[config.mk]
export PLATFORM = sky130hd
export DESIGN_NAME = truth_table_sweeper
export DESIGN_NICKNAME = d
export VERILOG_FILES = /design/src/rtl/sweeper_pkg.sv /design/src/rtl/settle_timer.sv /design/src/rtl/truth_table_sweeper.sv
export SDC_FILE = /design/constraint.sdc
export NUM_CORES = 1
export LEC_CHECK = 0
export CORE_ASPECT_RATIO = 0.6
export CORE_MARGIN = 2
export CORE_UTILIZATION = 45
export DETAILED_ROUTE_END_ITERATION = 8
export MAX_ROUTING_LAYER = met4
export PLACE_DENSITY_LB_ADDON = 0.08
export RECOVER_POWER = 100
export SLEW_MARGIN = 20
export SYNTH_ARGS = -nofsm -noshare
export SYNTH_HDL_FRONTEND = slang
export SYNTH_SLANG_ARGS = --single-unit
export TNS_END_PERCENT = 50
[constraint.sdc]
create_clock -name clk -period 4.8 [get_ports clk]
set_clock_uncertainty 0.05 [all_clocks]
set_input_delay 0.96 -clock clk [delete_from_list [all_inputs] [get_ports clk]]
set_output_delay 0.96 -clock clk [all_outputs]
set_load 0.005 [all_outputs]
[src/rtl/sweeper_pkg.sv]
// Shared types and sizing for the truth-table sweeper.
// Holds the FSM state encoding and vector-space constants.
package sweeper_pkg;

    typedef enum logic [1:0] {
        ST_IDLE  = 2'd0,
        ST_SWEEP = 2'd1,
        ST_DONE  = 2'd2
    } state_e;

    localparam int NUM_VECTORS = 8;
    localparam int IDX_W       = 3;

endpackage

[src/rtl/settle_timer.sv]
// Hold-time counter: counts 0..SETTLE_CYCLES while enabled,
// pulses expire on the terminal count and restarts.
module settle_timer #(
    parameter int SETTLE_CYCLES = 2
) (
    input  logic clk,
    input  logic rst_n,
    input  logic clear,
    input  logic enable,
    output logic expire
);

    localparam int CW = ($clog2(SETTLE_CYCLES + 1) < 1) ?
                        1 : $clog2(SETTLE_CYCLES + 1);
    localparam logic [CW-1:0] LAST = CW'(SETTLE_CYCLES);

    logic [CW-1:0] cnt;

    assign expire = enable && (cnt == LAST);

    always_ff @(posedge clk or negedge rst_n) begin
        if (!rst_n) begin
            cnt <= '0;
        end else if (clear || expire) begin
            cnt <= '0;
        end else if (enable) begin
            cnt <= cnt + CW'(1);
        end
    end

endmodule

[src/rtl/truth_table_sweeper.sv]
// Drives all 3-bit vectors onto two circuits, samples both outputs
// after a settle time and reports per-minterm mismatches.
module truth_table_sweeper
    import sweeper_pkg::*;
#(
    parameter int SETTLE_CYCLES = 2
) (
    input  logic       clk,
    input  logic       rst_n,
    input  logic       start,
    output logic       a,
    output logic       b,
    output logic       c,
    input  logic       G1,
    input  logic       G2,
    output logic       busy,
    output logic       done,
    output logic [7:0] table1,
    output logic [7:0] table2,
    output logic [7:0] mismatch,
    output logic       match
);

    localparam logic [1:0] IDLE  = ST_IDLE;
    localparam logic [1:0] SWEEP = ST_SWEEP;
    localparam logic [1:0] DONE  = ST_DONE;

    localparam logic [IDX_W-1:0] LAST_IDX = IDX_W'(NUM_VECTORS - 1);

    logic [1:0]       state;
    logic [IDX_W-1:0] idx;
    logic             expire;
    logic             go;
    logic [7:0]       t1_next;
    logic [7:0]       t2_next;

    assign go = start && ((state == IDLE) || (state == DONE));

    settle_timer #(
        .SETTLE_CYCLES (SETTLE_CYCLES)
    ) u_timer (
        .clk    (clk),
        .rst_n  (rst_n),
        .clear  (go),
        .enable (state == SWEEP),
        .expire (expire)
    );

    // Tables with the current sample merged in, so the final
    // compare sees the vector-7 result in the same edge.
    always_comb begin
        t1_next      = table1;
        t2_next      = table2;
        t1_next[idx] = G1;
        t2_next[idx] = G2;
    end

    assign {a, b, c} = idx;
    assign busy      = (state == SWEEP);
    assign done      = (state == DONE);

    always_ff @(posedge clk or negedge rst_n) begin
        if (!rst_n) begin
            state    <= IDLE;
            idx      <= '0;
            table1   <= '0;
            table2   <= '0;
            mismatch <= '0;
            match    <= 1'b0;
        end else begin
            case (state)
                IDLE, DONE: begin
                    if (start) begin
                        state    <= SWEEP;
                        idx      <= '0;
                        table1   <= '0;
                        table2   <= '0;
                        mismatch <= '0;
                        match    <= 1'b0;
                    end else begin
                        state <= IDLE;
                    end
                end
                SWEEP: begin
                    if (expire) begin
                        table1 <= t1_next;
                        table2 <= t2_next;
                        idx    <= idx + IDX_W'(1);
                        if (idx == LAST_IDX) begin
                            state    <= DONE;
                            mismatch <= t1_next ^ t2_next;
                            match    <= (t1_next == t2_next);
                        end
                    end
                end
                default: begin
                    state <= IDLE;
                    idx   <= '0;
                end
            endcase
        end
    end

endmodule

==> impl_metrics.json <==
{
  "min_from": "mismatch[4]",
  "first_pass_iters": 4,
  "ant_nets": 0,
  "synthToLayoutAreaGrowth_pct": 26.1,
  "dieHeight_um": 51.1,
  "cp_max_fo": 32,
  "place_congestion": 0.824,
  "drc": 0,
  "wl_mm": 3.82,
  "wl_per_cell_um": 16.1,
  "whs_endpoint": "mismatch[4]",
  "synth.area.mux_share_pct": 3.01,
  "setup_violations": 0,
  "antennaDiodeCount": 0,
  "power-per-cell-area_nw_per_um2": 595,
  "rsz0062_at_grt": "no",
  "rows": 17,
  "async_flop_share_pct": 100,
  "total_power_mw": 1.25,
  "critical-path-slowest-cell": "clkbuf_1",
  "worst_pin_slew_ps": 1680,
  "ys_seq_area_share_pct": 48.2,
  "vias": 1332,
  "cts_buffer_depth": 2,
  "fillers": 315,
  "min_path_cells": 2,
  "slowest_delay_ps": 1200,
  "ys_warn_count": 0,
  "synth_compound_area_share_pct": 20.0,
  "antenna_found_initial": 0,
  "htree_levels": 2,
  "r2r_start": "idx[0]",
  "grt-ovfl-total": 0,
  "status": "complete, but fails checks",
  "synth-xor-area-share_pct": 5.80,
  "root_buffer": "clkbuf_8",
  "report.final.slew_viol_count": 33,
  "final.period_utilization_pct": 55.9,
  "crit_chain": "dlygate4sd3_1 > clkbuf_1",
  "worstSkewPairLatency_ps": 280,
  "die_area_um2": 4210,
  "drv_cap": 1,
  "ys_seq_elements": 32,
  "cts_buffers": 5,
  "finalHoldViolCount": 0,
  "synth_top_family_by_area": "compound AO/OA/AOI/OAI gates",
  "tritoncts": "built",
  "relSlewSlack_pct": -11.8,
  "final_nets": 197,
  "cts_resized": 0,
  "r2r_cells": 5,
  "cts_sinks": 32,
  "ios": 35,
  "grt_pass1_wl_mm": 6.24,
  "yosysUniqueCellTypes": 39,
  "syn_nets": 164,
  "syn_area_um2": 1660,
  "via_per_inst": 5.62,
  "path_class": "input pin to async pin",
  "tns_ps": 0,
  "crit_buf_inv": 2,
  "start_util_pct": 46.2,
  "synth-simple-area-share_pct": 16.1,
  "path_clk_slew_ps": 60,
  "critPathTopFamily": "buffers and inverters",
  "post_cts_buffers": 0,
  "drtIter0Drc": 76,
  "track_usage_pct": 21.4,
  "dp_hpwl_mm": 2.82,
  "violations": "capacitance limit, slew limit",
  "max_freq_mhz": 373,
  "core_area_um2": 3590,
  "crit_path_start_kind": "input pin",
  "rr_endpoint": "match",
  "hold_buffers": 0,
  "hp-class": "flip-flop to flip-flop",
  "crit_path_start": "rst_n",
  "reg2reg_slack_ps": 2410,
  "layout_min_cycle_time_ps": 2680,
  "synth_edf_count": 0,
  "peakVddDrop_uv": 250,
  "ys.flop_type": "dfrtp_1",
  "required_ps": 4830,
  "grt_max_degree": 33,
  "critPathArrivalTime_ps": 2710,
  "yosys.area_share.adder_pct": 2.26,
  "end_kind": "async pin",
  "die_w_um": 82.4,
  "p_leak_nw": 1.01,
  "io_buffer_count": 34,
  "drive_above_1_share_pct": 6.32,
  "grt_pass1_vias": 1232,
  "syn_inst": 156,
  "synth.avg_cell_area_um2": 10.7
}
## routing by layer
| metal | global-route usage (%) | wire, µm | vias up |
|---|---|---|---|
| li1 | - | - | 641 |
| met1 | 32.7 | 2040 | 650 |
| met2 | 27.2 | 1530 | 34 |
| met3 | 5.83 | 204 | 7 |
| met4 | 6.67 | 40 | 0 |
| met5 | - | 0 | - |
## cells by family after synthesis
group                    Yosys count
AND/OR/NAND/NOR                   43
flip-flops                        32
multiplexers                       5
XOR/XNOR                          11
adder cells (fa/ha/maj)            3
AO/OA/AOI/OAI                     47
buffers and inverters             15
## report_power, final
group | leakage, nW | total, mW | internal, mW | switching (mW)
Sequential | 0.431 | 0.456 | 0.343 | 0.113
Clock | 0.0455 | 0.210 | 0.117 | 0.0934
Combinational | 0.534 | 0.580 | 0.289 | 0.291
Total | 1.01 | 1.25 | 0.749 | 0.497
## cells in the mapped netlist (2+ instances only)
| cell type | number | area, µm² |
|---|---|---|
| o21ai_0 | 15 | 75.1 |
| dfrtp_1 | 32 | 801 |
| a32o_1 | 2 | 20.0 |
| ha_1 | 3 | 37.5 |
| nor2_1 | 7 | 26.3 |
| a22o_1 | 16 | 140 |
| xor2_1 | 4 | 35.0 |
| a21oi_1 | 6 | 30.0 |
| nand3_1 | 11 | 55.1 |
| nor3_1 | 2 | 10.0 |
| inv_1 | 5 | 18.8 |
| clkbuf_1 | 5 | 18.8 |
| and3_1 | 3 | 18.8 |
| o32ai_1 | 3 | 26.3 |
| nand3b_1 | 2 | 15.0 |
| nand2_1 | 6 | 22.5 |
| xnor2_1 | 7 | 61.3 |
| buf_6 | 2 | 22.5 |
| mux2i_1 | 5 | 50.1 |
## layout by cell type, fill, tap and decap left out, types with 2 or more instances in the layout
master,netlist,routed
dfrtp_1,32,32
dlygate4sd3_1,0,32
a22o_1,16,16
o21ai_0,15,15
nand3_1,11,11
nor2_1,7,7
xnor2_1,7,7
inv_1,5,6
nand2_1,6,6
a21oi_1,6,6
clkbuf_8,0,6
mux2i_1,5,5
xor2_1,4,4
and3_1,3,3
o32ai_1,3,3
ha_1,3,3
clkbuf_1,5,3
nand3b_1,2,2
nor3_1,2,2
a32o_1,2,2
o31ai_1,1,2
clkdlybuf4s50_1,0,2
## worst max path at each step
stage,endpoint,slack (ps),depth (start not counted)
5_1_grt,table1[5],1770,2
6_report,table2[5],2120,2
3_3_place_gp,table2[2],2200,5
3_5_place_dp,table2[0],2110,5
4_1_cts,c,2190,1
2_1_floorplan,match,2950,3
## sequential cells by signal, indices dropped and copies added (netlist names)
register,count
state,2
table2,8
mismatch,8
u_timer.cnt,2
match,1
table1,8
idx,3
## per-stage QoR
stage	util [%]	hold WS (ps)	cell area [µm²]	std cells	setup slack [ps]
after floorplan	-	444	1660	156	2950
after global placement	56.0	439	2010	229	2200
after detailed placement	56.0	451	2010	229	2110
after CTS	58.5	464	2100	237	2190
after global routing	58.3	492	2100	237	1770
final	58.3	454	2100	237	2120
## final cells by class
cell class / count / area [µm²] / area share (%)
well taps: 47 / 58.8 / 2.81
flip-flops and latches: 32 / 801 / 38.2
inverters: 6 / 22.5 / 1.07
clock buffers: 8 / 90.1 / 4.30
multi-input cells: 109 / 779 / 37.2
repair buffers: 35 / 344 / 16.4
No activity file was read; power rests on OpenSTA's default activity.
